### config.mk
export PLATFORM = sky130hd
export DESIGN_NAME = mem_arbiter
export DESIGN_NICKNAME = d
export VERILOG_FILES = /design/src/rtl/mem_arbiter.sv
export SDC_FILE = /design/constraint.sdc
export NUM_CORES = 1
export LEC_CHECK = 0
export CORE_UTILIZATION = 46
export DETAILED_ROUTE_END_ITERATION = 10
export PLACE_DENSITY_LB_ADDON = 0.3
export SLEW_MARGIN = 40
export SYNTH_ARGS = -nofsm -noshare
export SYNTH_HDL_FRONTEND = slang
export SYNTH_SLANG_ARGS = --single-unit
### constraint.sdc
create_clock -name clk -period 4.4 [get_ports clk]
set_input_delay 0.88 -clock clk [delete_from_list [all_inputs] [get_ports clk]]
set_output_delay 0.88 -clock clk [all_outputs]
set_load 0.005 [all_outputs]
### src/rtl/mem_arbiter.sv
// Two-master arbiter (instruction fetch, data load/store) sharing one memory port.
// Data has priority; a waiting fetch is forced through after MAX_DATA_STREAK data grants.
//
// state  | meaning
// IDLE   | no transaction; evaluate requests on each edge
// ACCESS | memory port driven for MEM_LATENCY cycles
// RESP   | one-cycle ack to the granted master
module mem_arbiter #(
  parameter int DATA_WIDTH      = 32,
  parameter int MEM_LATENCY     = 1,
  parameter int MAX_DATA_STREAK = 4
) (
  input  logic                  clk,
  input  logic                  rst,
  input  logic                  i_req,
  input  logic [DATA_WIDTH-1:0] i_addr,
  output logic                  i_ack,
  output logic [DATA_WIDTH-1:0] i_rdata,
  input  logic                  d_req,
  input  logic                  d_we,
  input  logic [DATA_WIDTH-1:0] d_addr,
  input  logic [DATA_WIDTH-1:0] d_wdata,
  output logic                  d_ack,
  output logic                  d_err,
  output logic [DATA_WIDTH-1:0] d_rdata,
  output logic [DATA_WIDTH-1:0] m_addr,
  output logic [DATA_WIDTH-1:0] m_wdata,
  output logic                  m_re,
  output logic                  m_we,
  input  logic [DATA_WIDTH-1:0] m_rdata,
  output logic                  busy
);

  typedef enum logic [1:0] {IDLE, ACCESS, RESP} state_t;

  localparam logic [2:0] LAT_LAST   = 3'(MEM_LATENCY - 1);
  localparam logic [3:0] STREAK_MAX = 4'(MAX_DATA_STREAK);

  state_t      state_q;
  logic [2:0]  cnt_q;
  logic [3:0]  streak_q;
  logic [3:0]  streak_d;
  logic        fetch_q;
  logic        grant_fetch;
  logic        grant_data;
  logic        misaligned;

  // Misaligned data accesses still count as data grants for the streak.
  always_comb begin
    grant_fetch = i_req && (!d_req || (streak_q == STREAK_MAX));
    grant_data  = d_req && !grant_fetch;
    misaligned  = (d_addr[1:0] != 2'b00);
    streak_d    = streak_q;
    if (grant_fetch) begin
      streak_d = '0;
    end else if (grant_data) begin
      if (!i_req)                        streak_d = '0;
      else if (streak_q == STREAK_MAX)   streak_d = STREAK_MAX;
      else                               streak_d = streak_q + 4'd1;
    end
  end

  always_ff @(posedge clk or negedge rst) begin
    if (!rst) begin
      state_q  <= IDLE;
      cnt_q    <= '0;
      streak_q <= '0;
      fetch_q  <= 1'b0;
      i_ack    <= 1'b0;
      d_ack    <= 1'b0;
      d_err    <= 1'b0;
      m_re     <= 1'b0;
      m_we     <= 1'b0;
      busy     <= 1'b0;
      m_addr   <= '0;
      m_wdata  <= '0;
      i_rdata  <= '0;
      d_rdata  <= '0;
    end else begin
      case (state_q)
        IDLE: begin
          if (grant_fetch || grant_data) begin
            streak_q <= streak_d;
            fetch_q  <= grant_fetch;
            busy     <= 1'b1;
            cnt_q    <= LAT_LAST;
            if (grant_fetch) begin
              m_addr  <= i_addr;
              m_re    <= 1'b1;
              state_q <= ACCESS;
            end else begin
              m_addr  <= d_addr;
              m_wdata <= d_wdata;
              if (misaligned) begin
                d_ack   <= 1'b1;
                d_err   <= 1'b1;
                state_q <= RESP;
              end else begin
                m_re    <= !d_we;
                m_we    <= d_we;
                state_q <= ACCESS;
              end
            end
          end
        end
        ACCESS: begin
          if (cnt_q == 3'd0) begin
            if (m_re) begin
              if (fetch_q) i_rdata <= m_rdata;
              else         d_rdata <= m_rdata;
            end
            m_re    <= 1'b0;
            m_we    <= 1'b0;
            i_ack   <= fetch_q;
            d_ack   <= !fetch_q;
            state_q <= RESP;
          end else begin
            cnt_q <= cnt_q - 3'd1;
          end
        end
        RESP: begin
          i_ack   <= 1'b0;
          d_ack   <= 1'b0;
          d_err   <= 1'b0;
          busy    <= 1'b0;
          state_q <= IDLE;
        end
        default: state_q <= IDLE;
      endcase
    end
  end

endmodule
## Yosys cells after proc, flatten, opt, wreduce, memory -nomap -nowiden

Index checks and enable logic that the tools add are counted.

- Bits in registers: 144
- Bits in latches: 0
- Memory bits (writable): 0
- Memory bits (read-only): 0
- Input bits: 133
- Output and inout bits: 134
- Word-level logic and storage cells: 89
- Memories: 0

- Add/subtract/negate cells: 2
- Multipliers: 0
- Div/mod/pow operators: 0
- Order comparisons: 0
- Equal/unequal tests: 10
- Shift operators: 0
- Mux-type cells: 32
- Bitwise gates (word level): 2
- Reduce and logical (&&, ||, !) cells: 29

Operators by type and width:

| cell | count |
|---|---|
| $mux W32 | 1 |
| $mux W4 | 4 |
| $reduce_and A4 Y1 | 4 |
| $mux W1 | 13 |
| $ne A2 B2 Y1 const B | 6 |
| $pmux W1 S2 | 5 |
| $reduce_and A5 Y1 | 2 |
| $reduce_bool A2 Y1 | 5 |
| $reduce_and A3 Y1 | 3 |
| $mux W2 | 4 |
| $reduce_and A2 Y1 | 4 |
| $mux W3 | 2 |
| $pmux W3 S2 | 1 |
| $add A4 B1 Y4 const B | 1 |
| $eq A4 B3 Y1 const B | 1 |
| $logic_not A1 Y1 | 4 |
| $pmux W2 S2 | 1 |
| $logic_not A3 Y1 | 1 |
| $ne A3 B3 Y1 const B | 1 |
| $pmux W1 S3 | 1 |
| $reduce_bool A3 Y1 | 1 |
| $sub A3 B1 Y3 const B | 1 |
| $eq A2 B1 Y1 const B | 1 |
| $eq A2 B2 Y1 const B | 1 |
| other kinds (4) | 7 |

## Logic depth before layout (Yosys ltp)

- Depth after elaboration: 8
- Mapped depth: 8
- Depth with buffers taken out: 6

## Least setup slack after synthesis

OpenSTA, ideal clock, no wires.

- Kind: in2reg
- Start point: in d_req
- End point: reg m_addr[18]
- Library setup time: 0.077 ns
- Arrival: 1.867 ns
- Required time: 4.323 ns
- Setup slack: 2.456 ns
- Stages: 6
- Buffers on the path: 3
- Cell sequence: buf_2 o21ai_0 buf_2 buf_1 a21oi_1 a21oi_1

- Longest elaborated chain between the ends: 7
- Elaborated cells between the ends (all ways): 8
- Classes of those cells: 1 x mux; 7 x reduce/logical

Ends and longest elaborated chain:

| what | line | RTL |
|---|---|---|
| start: declaration | 19 | `input logic d_req,` |
| $logic_not A1 Y1 | 50 | `grant_fetch = i_req && (!d_req \|\| (streak_q == STREAK_MAX));` |
| $logic_or A1 B1 Y1 | 50 |  |
| $logic_and A1 B1 Y1 | 50 |  |
| $logic_not A1 Y1 | 51 | `grant_data = d_req && !grant_fetch;` |
| $logic_and A1 B1 Y1 | 51 |  |
| $logic_or A1 B1 Y1 | 82 | `if (grant_fetch \|\| grant_data) begin` |
| $reduce_and A2 Y1 (no line) | n/a |  |
| end signal: assignment | 88 | `m_addr <= i_addr;` |
| end signal: assignment | 92 | `m_addr <= d_addr;` |
| end: declaration | 26 | `output logic [DATA_WIDTH-1:0] m_addr,` |

Parallel ways exist; a longest one is shown, timed or not.
A chain may end at the register's enable or synchronous reset.

## Worst setup path after layout

- Start point: in d_req
- End point: reg m_addr[11]

Same word-level chain as after synthesis.

==> flow_summary.json <==
{
  "grt-ovfl-total": 0,
  "cp_max_fo": 21,
  "cts_tree": "done",
  "fin_tns_setup_ns": 0,
  "ys_warn_count": 0,
  "cts.sinks": 144,
  "seq_area_frac_synth_pct": 59.2,
  "ir_drop_v": 0.000338,
  "gp_congestion": 0.773,
  "p_clk_share_pct": 21.2,
  "clockBufferDepth": 2,
  "min_path_type": "flip-flop to flip-flop",
  "endpoint": "m_addr[11]",
  "cts_setup_buffers": 0,
  "wl_um": 16700,
  "status": "finished, final reports clean",
  "drive_gt1_share_pct": 18.7,
  "hpwlAfterDp_um": 11800,
  "setup_slack_ns": 1.78,
  "critical_path_class": "primary input to flip-flop",
  "rows": 41,
  "syn_nets": 608,
  "relSlewSlack_pct": 50.6,
  "grt_pass1_wl_um": 25000,
  "cts_resized": 0,
  "grt_pass1_vias": 4920,
  "io_buffers": 266,
  "ios": 267,
  "synth.distinct_cells": 39,
  "htreeDepth": 4,
  "layout_common_cells": "clkdlybuf4s50_1 (265), dfrtp_1 (144), a21oi_1 (69)",
  "p_leak_uw": 0.00415,
  "detail-route-antenna-nets": 0,
  "pwr_density_cell_nw_per_um2": 726,
  "synth-seq-cells": 144,
  "path_clk_slew_ns": 0.06,
  "rr_worst_depth": 5,
  "postSynthCellCount": 471,
  "antenna_found_initial": 0,
  "post-route-period-util_pct": 59.5,
  "fmax_ghz": 0.382,
  "tightest_slew_ns": 0.739,
  "numCtsBuffers": 17,
  "timing.reg2reg.setup_slack_ns": 1.86,
  "start_util_pct": 47.6,
  "layout_commonest_cell": "clkdlybuf4s50_1",
  "cts_hold_buffers": 0,
  "p_comb_share_pct": 43.5,
  "drt_iter0_drc": 220,
  "final_cell_area_um2": 9460,
  "p_seq_share_pct": 35.3,
  "dieArea_um2": 13700,
  "rsz0062_at_grt": "no",
  "die_w_um": 117,
  "fin_skew_ns": 0.0110,
  "min_period_ns": 2.62,
  "critPathArrivalTime_ns": 2.94,
  "clock_latency_ns": 0.41,
  "finalPower_uw": 6870,
  "pre_cts_ws_ns": 1.40,
  "coreArea_um2": 12800,
  "syn_area_um2": 6080,
  "gr-usage-all-layers_pct": 24.5,
  "setup_viol": 0,
  "vias": 4728,
  "layout.nets": 872,
  "max_cap_viol_count": 0,
  "p_int_uw": 4850,
  "placed_area_um2": 8860,
  "wl_per_cell_um": 18.1,
  "crit_start": "d_req",
  "netSwitchingFraction_pct": 29.4,
  "drcViolationCount": 0,
  "worstPathRequired_ns": 4.73,
  "dieHeight_um": 117,
  "power.switching_uw": 2020,
  "fill_cells": 848,
  "dr.pass1.iters": 4,
  "synth_area_per_cell_um2": 12.9,
  "grt_max_degree": 93,
  "fin_util_pct": 74.1,
  "slew_viol_final": 0,
  "root_buffer": "clkbuf_16",
  "rr_startpoint": "cnt_q[0]",
  "synthToLayoutAreaGrowth_pct": 55.6,
  "start_kind": "primary input",
  "timing.rr.end": "i_rdata[1]",
  "avgViaCountPerCell": 5.14,
  "num_antenna_cells": 0,
  "worstSetupEndpointType": "flip-flop",
  "hold_violations": 0
}
[per-stage QoR]
| stage | hold WS (ns) | std cells |
|---|---|---|
| 3_3_place_gp | 0.479 | 887 |
| 5_1_grt | 0.524 | 919 |
| 6_report | 0.504 | 919 |
| 3_5_place_dp | 0.487 | 888 |
| 2_1_floorplan | 0.458 | 471 |
| 4_1_cts | 0.506 | 919 |
[synth_stat cells]
| cell | n | share of area [%] |
|---|---|---|
| a222oi_1 | 1 | 0.16 |
| o22ai_1 | 1 | 0.10 |
| mux2_4 | 42 | 10 |
| nor2_1 | 39 | 2.4 |
| inv_1 | 7 | 0.43 |
| a21oi_1 | 69 | 5.7 |
| o31ai_1 | 1 | 0.12 |
| clkbuf_1 | 2 | 0.12 |
| a21boi_2 | 1 | 0.19 |
| nor4b_1 | 2 | 0.29 |
| nor3_4 | 1 | 0.27 |
| buf_6 | 7 | 1.3 |
| nand4b_1 | 1 | 0.14 |
| or3_1 | 1 | 0.10 |
| a21bo_2 | 1 | 0.16 |
| clkbuf_2 | 1 | 0.082 |
| nand3_1 | 9 | 0.74 |
| mux2_2 | 54 | 10 |
| ha_1 | 4 | 0.82 |
| nand3b_1 | 2 | 0.25 |
| dfrtp_1 | 144 | 59 |
| nand4b_4 | 1 | 0.39 |
| nand4_4 | 1 | 0.35 |
| o21ai_0 | 10 | 0.82 |
| a21o_1 | 2 | 0.25 |
| xor2_1 | 1 | 0.14 |
| buf_1 | 2 | 0.12 |
| and2b_2 | 1 | 0.14 |
| buf_2 | 15 | 1.2 |
| nor3_1 | 1 | 0.082 |
| nand2_1 | 39 | 2.4 |
| nor2b_1 | 1 | 0.10 |
| a22o_1 | 1 | 0.14 |
| a2bb2oi_1 | 1 | 0.14 |
| a21boi_0 | 1 | 0.12 |
| nand2b_1 | 1 | 0.10 |
| nor2_4 | 1 | 0.19 |
| nand3_2 | 1 | 0.16 |
| nand4_1 | 1 | 0.10 |
[routing by layer]
layer / share of wire [%] / GRT usage, % / vias to the layer above
met3: 8.7 / 9.06 / 22
met5: 0 / 1.48 / -
met1: 37 / 26.8 / 2319
met2: 52 / 43.0 / 228
met4: 1.9 / 9.79 / 0
li1: - / - / 2159
[sequential cells by signal, summed over array words and instances, names as in the netlist]
name and flops:
state_q 2, i_rdata 32, m_addr 32, cnt_q 3, busy 1, m_re 1
d_ack 1, d_err 1, streak_q 4, m_we 1, d_rdata 32, fetch_q 1
m_wdata 32, i_ack 1
[how the worst min path moves through the flow]
stage,start,to,slack (ns),depth (start not counted)
after CTS,i_rdata[14],i_rdata[14],0.51,1
after floorplan,cnt_q[0],cnt_q[0],0.46,1
after global routing,d_rdata[29],d_rdata[29],0.52,1
after global placement,cnt_q[0],cnt_q[0],0.48,1
final,m_wdata[5],m_wdata[5],0.50,1
after detailed placement,cnt_q[0],cnt_q[0],0.49,1
[area by class of cell]
class	count	area, µm²	share of cell area, %
sequential	144	3600	38.1
timing repair buffer	272	2730	28.9
multi-input combinational	293	2290	24.2
clock buffer	22	464	4.90
tap	172	215	2.27
clock inverter	9	134	1.41
inverter	7	26.3	0.278
[power groups by stage]
| stage | combinational, µW | clock [µW] | sequential, µW |
|---|---|---|---|
| finish | 2990 | 1450 | 2430 |
| floorplan | 1280 | 0 | 2400 |
| detailed placement | 2990 | 0 | 2420 |
| global route | 3240 | 1540 | 2500 |
| CTS | 3030 | 1480 | 2420 |
| global placement | 2900 | 0 | 2380 |
[logic make-up (layout without fill, tap and decap cells)]
group	after synthesis	in the layout	share of synthesized area, %
buffers and inverters	34	310	3.29
DFF	144	144	59.2
AOI/OAI and AO/OA	89	89	7.90
and+or+nand+nor	103	103	8.23
muxes	96	96	20.4
adders and majority gates	4	4	0.823
xor gates and xnor gates	1	1	0.144
[worst max-delay path, stage by stage]
cell and delay, ns:
clkdlybuf4s50_1 0.72, nor2_1 0.18, nor3_4 0.56, buf_4 0.36
nor2_1 0.07, a21oi_1 0.15
No activity file was read; power rests on OpenSTA's default activity.
